$ cat src/rtl/sample_enable_gen.sv
// sample_enable_gen
//   Divides the system clock down to a programmable sampling clock and
//   produces per-channel enables. Each channel's enable is dropped by its
//   tx_complete and re-armed once per half-period when the divider counter
//   is at zero. Runs are started and stopped by the transmitter sequencer.
//
//   Optional feature macro: SAMPLE_CNT_EN
//     defined   -> sample counter, n_samples latch and auto-stop compiled in
//     undefined -> runs end only via stop; n_samples is ignored
//
// Ports
//   clk, rst       system clock, asynchronous active-high reset
//   start          begin a run (accepted in IDLE only)
//   stop           finish the run after the current sampling period
//   div_val        half-period terminal count (0 behaves as 1), latched on start
//   n_samples      sample periods per run, 0 = continuous, latched on start
//   ch_mask        participating channels, latched on start
//   tx_complete    per-channel completion, level-sensitive
//   out_clk        divided sampling clock (registered)
//   enable         per-channel enable = gate & out_clk & busy
//   sample_tick    1-cycle pulse in the first cycle out_clk is high
//   busy           high in RUN or DRAIN
//   done           1-cycle pulse closing a run
module sample_enable_gen #(
   parameter int CNT_W = 32,
   parameter int N_CH  = 4,
   parameter int NS_W  = 16
) (
   input  logic             clk,
   input  logic             rst,
   input  logic             start,
   input  logic             stop,
   input  logic [CNT_W-1:0] div_val,
   input  logic [NS_W-1:0]  n_samples,
   input  logic [N_CH-1:0]  ch_mask,
   input  logic [N_CH-1:0]  tx_complete,
   output logic             out_clk,
   output logic [N_CH-1:0]  enable,
   output logic             sample_tick,
   output logic             busy,
   output logic             done
);

   localparam logic [1:0] S_IDLE  = 2'd0;
   localparam logic [1:0] S_RUN   = 2'd1;
   localparam logic [1:0] S_DRAIN = 2'd2;
   localparam logic [CNT_W-1:0] DIV_ONE = CNT_W'(1);

   logic [1:0]       state;
   logic [CNT_W-1:0] count;
   logic [CNT_W-1:0] div_q;
   logic [N_CH-1:0]  gate;
   logic [N_CH-1:0]  mask_q;
   logic             wrap;
   logic             rise;
   logic             auto_stop;

   assign wrap = (count == div_q);
   assign rise = wrap & ~out_clk;   // this wrap drives out_clk high

`ifdef SAMPLE_CNT_EN
   logic [NS_W-1:0] ns_q;
   logic [NS_W-1:0] scnt;
   logic [NS_W-1:0] scnt_nxt;

   // saturating increment; the stop test uses the post-increment value so
   // the run ends on the very tick that reaches ns_q
   assign scnt_nxt  = (scnt == '1) ? scnt : scnt + 1'b1;
   assign auto_stop = rise && (ns_q != '0) && (scnt_nxt == ns_q);

   always_ff @(posedge clk or posedge rst) begin
      if (rst) begin
         ns_q <= '0;
         scnt <= '0;
      end else if (state == S_IDLE) begin
         if (start) begin
            ns_q <= n_samples;
            scnt <= '0;
         end
      end else if (state == S_RUN && rise) begin
         scnt <= scnt_nxt;
      end
   end
`else
   logic unused_ns;
   assign unused_ns = ^n_samples;
   assign auto_stop = 1'b0;
`endif

   always_ff @(posedge clk or posedge rst) begin
      if (rst) begin
         state       <= S_IDLE;
         count       <= '0;
         out_clk     <= 1'b0;
         gate        <= '1;
         sample_tick <= 1'b0;
         busy        <= 1'b0;
         done        <= 1'b0;
         div_q       <= DIV_ONE;
         mask_q      <= '0;
      end else begin
         sample_tick <= 1'b0;
         done        <= 1'b0;

         // re-arm at count==0 wins over a completion in the same cycle
         if (state != S_IDLE)
            gate <= (count == '0) ? mask_q : (gate & ~tx_complete);

         case (state)
            S_IDLE: begin
               count   <= '0;
               out_clk <= 1'b0;
               if (start) begin
                  div_q  <= (div_val == '0) ? DIV_ONE : div_val;
                  mask_q <= ch_mask;
                  gate   <= '1;
                  busy   <= 1'b1;
                  state  <= S_RUN;
               end
            end
            S_RUN: begin
               if (wrap) begin
                  count   <= '0;
                  out_clk <= ~out_clk;
               end else begin
                  count <= count + 1'b1;
               end
               sample_tick <= rise;
               if (stop || auto_stop)
                  state <= S_DRAIN;
            end
            S_DRAIN: begin
               // done cycle: divider parked at 0/low, leave on the next edge
               if (done) begin
                  busy  <= 1'b0;
                  state <= S_IDLE;
               end else if (!out_clk || wrap) begin
                  count   <= '0;
                  out_clk <= 1'b0;
                  done    <= 1'b1;
               end else begin
                  count <= count + 1'b1;
               end
            end
            default: begin
               busy  <= 1'b0;
               state <= S_IDLE;
            end
         endcase
      end
   end

   assign enable = gate & {N_CH{out_clk & busy}};

endmodule

$ cat config.mk
export PLATFORM = sky130hd
export DESIGN_NAME = sample_enable_gen
export DESIGN_NICKNAME = d
export VERILOG_FILES = /design/src/rtl/sample_enable_gen.sv
export SDC_FILE = /design/constraint.sdc
export NUM_CORES = 1
export LEC_CHECK = 0
export CORE_MARGIN = 4
export CORE_UTILIZATION = 39
export DETAILED_ROUTE_END_ITERATION = 10
export PLACE_DENSITY = 0.71
export SETUP_SLACK_MARGIN = 0.1
export SYNTH_ARGS = -nofsm -noshare
export SYNTH_HDL_FRONTEND = slang
export SYNTH_SLANG_ARGS = --single-unit
$ cat constraint.sdc
create_clock -name clk -period 3.4 [get_ports clk]
set_input_delay 0.68 -clock clk [delete_from_list [all_inputs] [get_ports clk]]
set_output_delay 0.68 -clock clk [all_outputs]
set_load 0.1 [all_outputs]
# Word-level counts from Yosys, hierarchy flattened
# Cells that the tools add are included.
dict set report word_totals {
  register_bits 78
  input_bits 60
}
dict set report classes {
  addsub 1
  n_eq_ne 9
  mux 24
  bitwise_logic 7
  n_reduce_logical 12
}
# cell n
set ops {}
lappend ops {{$mux 32} 4}
lappend ops {{$pmux 32 s3} 1}
lappend ops {{$logic_not 32->1} 2}
lappend ops {{$add 32x1->32 const B} 1}
lappend ops {{$eq 32x32->1} 1}
lappend ops {{$mux 4} 4}
lappend ops {{$ne 2x2->1 const B} 6}
lappend ops {{$mux 1} 9}
lappend ops {{$and 4x4->4} 2}
lappend ops {{$mux 2} 3}
lappend ops {{$pmux 1 s3} 2}
lappend ops {{$pmux 2 s3} 1}
lappend ops {{$reduce_and 3->1} 2}
lappend ops {{$not 4->4} 1}
lappend ops {{$reduce_and 2->1} 2}
lappend ops {{$reduce_and 4->1} 1}
lappend ops {{$reduce_bool 3->1} 1}
lappend ops {{$and 1x1->1} 2}
lappend ops {{$eq 2x1->1 const B} 1}
lappend ops {{$eq 2x2->1 const B} 1}
lappend ops {{$logic_not 2->1} 1}
lappend ops {{$not 1->1} 2}
lappend ops {{$reduce_bool 2->1} 1}
lappend ops {{$logic_not 1->1} 1}
lappend ops {{$logic_or 1x1->1} 1}

# Logic depth before layout (Yosys ltp)
dict set report depth {
  depth_word 6
  ltp_mapped 9
  mapped_depth_nobuf 8
}

# Least setup slack after synthesis
# Ideal clock, no wire load.
dict set report synth_path {
  path_kind {register to output}
  startpoint {register out_clk}
  endpoint {output enable[0]}
  t_arrival_ps 1919
  required_time_ps 2720
  slack_ps 801
  path_stages_with_launch 2
  n_path_buf 0
  cell_sequence {dfrtp_1 -> and3_1}
}
dict set report synth_via {
  elab_chain_len 2
}
# element line_no
set synth_lines {}
lappend synth_lines {{start, declared} 37} ;# output logic out_clk,
lappend synth_lines {{start signal, assigned} 124} ;# out_clk <= ~out_clk;
lappend synth_lines {{$and 1x1->1} 153} ;# assign enable = gate & {N_CH{out_clk & busy}};
lappend synth_lines {{$and 4x4->4} 153}
lappend synth_lines {{end, declared} 38} ;# output logic [N_CH-1:0] enable,
# No other way between the ends.

# Final worst setup path
dict set report layout_path {
  startpoint {register count[7]}
  endpoint {register count[14]}
}
dict set report layout_via {
  elab_chain_len 5
}
# element line_no
set layout_lines {}
lappend layout_lines {{start, declared} 50} ;# logic [CNT_W-1:0] count;
lappend layout_lines {{start signal, assigned} 126} ;# count <= count + 1'b1;
lappend layout_lines {{start signal, assigned} 142} ;# count <= count + 1'b1;
lappend layout_lines {{parallel branches: the longest is 4 deep, another holds $add 32x1->32} --}
lappend layout_lines {{$pmux 32 s3 *} 109} ;# case (state)
# Every way passes the cells marked *. The select of a mux whose other input is x is not followed.
# A chain may end at the register's enable or synchronous reset.

==> results.toml <==
[hold_path]
hold_path.class = "flip-flop to flip-flop"
holdCritStartpoint = "div_q[0]"
holdPathStages = 2
min_to = "div_q[0]"

[timing]
slew-limit-headroom_pct = 36.8
period_minus_slack_ps = 2180
maxSlewViolCount = 0
final-hold-violation-count = 0
clock_skew_ps = 3.34
max_freq_ghz = 0.459
worst_slew_pin_slew_ps = 949
setup_violations = 0
setup_tns_ps = 0
finalCritPeriodShare_pct = 64.0
rsz0062_at_grt = "false"

[global_routing]
grt_pass1_vias = 3649
grtUsageTotal_pct = 16.7
antenna_found_initial = 0
grt_pass1_wl_um = 17600
grt_overflow = 0
grt_max_degree = 55

[floorplan]
row_count = 38
io_pins = 68
die_y_um = 115
fp.dieW_um = 115
start_util_pct = 40.3
design.core.area_um2 = 11000
dieArea_um2 = 13100

[placement]
portBuffers = 51
hpwl_um = 7300
dp_cells = 596
routabilityCongestion = 0.855

[routing]
antenna_left = 0
vias = 3486
drc = 0
post_drt_wl_per_cell_um = 16.7
firstDrtPassIters = 4
drt_iter0_drc = 345
wirelength_um = 10200
vias_per_cell = 5.70

[cells_and_area]
nets = 533
num_antenna_cells = 0
layout-area-overhead-vs-synth_pct = 19.7
final_util_pct = 48.2
fin_cells = 612
drive_gt1_share_pct = 18.4
fillers = 978

[worst_setup_path]
setup.worst_path.end_class = "flip-flop"
critical_path.cell_chain = "xnor2_2 > nand4_1 > nor4_4 > nand2_4 > nand2_1 > o21ai_0"
critPathLaunch = "count[7]"
critPathBufInv = 0
cp_max_fo = 17
required_ps = 3600
critical_path.max_stage_delay_ps = 610
reg2reg_depth = 6
critPathArrivalTime_ps = 2380
path_delay_family = "simple AND/OR/NAND/NOR gates"
cp_slowest_cell = "dfrtp_1"
reg2reg_from = "count[7]"
critical_path_class = "flip-flop to flip-flop"
r2r_end = "count[14]"
r2r_setup_slack_ps = 1220
cp-start-kind = "flip-flop"

[synth]
syn_area_um2 = 4430
ys_types = 56
ys_top_cells_by_area = "dfrtp_1 41%, mux2_2 9.4%, xnor2_1 5.7%, nand2_1 4.2%, nand4_1 3.5%"
synth_edf_count = 0
synth-simple-area-share_pct = 20.7
synth_nets = 497
seq_area_frac_synth_pct = 44.2
synth_cells = 431
synthMuxAreaShare_pct = 10.1
syn_area_per_cell_um2 = 10.3
ys_ff_latch = 78
synth-main-ff-cell = "dfrtp_1"
synth_fa_ha_area_share_pct = 1.70
synth-xor-area-share_pct = 7.04
yosys.area.top_type = "dfrtp_1"
yosysWarnings = 0
synth_top_family_by_area = "simple AND/OR/NAND/NOR gates"
synthArstFlopShare_pct = 100
synth_compound_area_share_pct = 10.6
yosysTopAreaCellShare_pct = 41.3

[cts]
clkLatencyLatePin_ps = 330
cts_tree = "done"
hold_buffers = 0
clockBufferDepth = 2
htreeDepth = 3
clock-sinks = 78
cts_buffers = 9
clk_pin_slew_ps = 60
cts.repair.resized = 0
root_buffer = "clkbuf_16"
postCtsSetupBuffers = 0

[run]
timing.max_cap.violations = 0

[power_and_ir_drop]
pwr_density_cell_nw_per_um2 = 709
p_leak_nw = 2.15
ir_worst_vdd_mv = 0.387

[status]
status = "finished clean"
==> cells in the final DEF, fill, tap and decap left out, types with 3 or more instances in the layout <==
cell type	count
nand4_1	25
inv_1	16
nor2_1	19
o21ai_1	3
nand2_1	49
nor3_1	5
clkbuf_8	3
o311ai_1	13
mux2i_1	3
clkbuf_16	9
nand3_1	22
o21ai_0	11
or3_1	3
nor4_4	3
xnor2_2	3
o311ai_0	4
nor4_1	14
a31o_1	3
a21oi_1	5
dfrtp_1	73
and3_1	5
dfstp_2	5
buf_4	13
clkdlybuf4s50_1	43
a22o_1	4
xnor2_1	29
o211ai_1	4
ha_1	6
mux2_2	37
==> state kept, by name, indices dropped and copies added, names as in the netlist <==
name / cells
busy: 1
count: 32
div_q: 32
done: 1
gate: 4
mask_q: 4
out_clk: 1
sample_tick: 1
state: 2
==> synthesized netlist by cell type, types with 4 or more instances <==
| library cell | number |
|---|---|
| o311ai_1 | 13 |
| nor2_1 | 19 |
| nor3_1 | 5 |
| o311ai_0 | 4 |
| inv_1 | 17 |
| nand4_1 | 25 |
| nand3_1 | 22 |
| dfrtp_1 | 73 |
| buf_2 | 13 |
| o21ai_0 | 11 |
| nand2_1 | 49 |
| clkbuf_1 | 9 |
| dfstp_2 | 5 |
| buf_6 | 5 |
| and3_1 | 5 |
| a21oi_1 | 5 |
| ha_1 | 6 |
| o211ai_1 | 4 |
| xnor2_1 | 29 |
| mux2_2 | 37 |
| nor4_1 | 14 |
| a22o_1 | 4 |
==> how the worst max path moves through the flow <==
| stage | depth (start not counted) | slack, ps | to |
|---|---|---|---|
| final | 6 | 1220 | count[14] |
| after global routing | 6 | 1010 | count[24] |
| after CTS | 6 | 1220 | count[14] |
| after detailed placement | 5 | 1160 | busy |
| after global placement | 5 | 1170 | busy |
| after floorplan | 1 | 730 | busy |
==> kinds of logic after synthesis <==
kind of cell / after synthesis
AO/OA/AOI/OAI: 63
XOR/XNOR: 33
adder cells (fa/ha/maj): 6
buffers and inverters: 49
flip-flops: 78
multiplexers: 40
AND/OR/NAND/NOR: 162
==> power breakdown <==
part / internal, W / switching [W] / leakage, nW
Clock: 0.000702 / 0.000359 / 0.166
Sequential: 0.00123 / 0.000210 / 0.989
Combinational: 0.000600 / 0.000654 / 0.998
Total: 0.00253 / 0.00122 / 2.15
==> worst reg2reg max path: stages, from the launching register on <==
cell     delay, ps
dfrtp_1        610
xnor2_2        160
nand4_1        160
nor4_4         400
nand2_4        220
nand2_1        320
o21ai_0        160
==> area by class of cell <==
type	instances	area (µm²)	share of cell area, %
Sequential cell	78	1960	37.0
Clock inverter	3	65.1	1.23
Multi-Input combinational cell	304	2220	41.9
Timing Repair Buffer	57	548	10.3
Inverter	17	63.8	1.20
Tap cell	140	175	3.31
Clock buffer	13	270	5.10
==> metrics by stage <==
step	hold slack (ps)	power [W]	worst slack, ps	instance area (µm²)
floorplan	463	0.00238	733	4430
global placement	474	0.00267	1170	4960
detailed placement	481	0.00271	1160	4960
CTS	489	0.00378	1220	5300
global route	543	0.00397	1010	5300
finish	488	0.00375	1220	5300
==> per-layer routing <==
metal / share of wire, % / track usage [%]
met1: 43 / 21.4
met2: 49 / 27.5
met3: 5.0 / 2.33
met4: 3.1 / 8.71
met5: 0 / 0
Note: power is estimated with default switching activity, not from simulation.
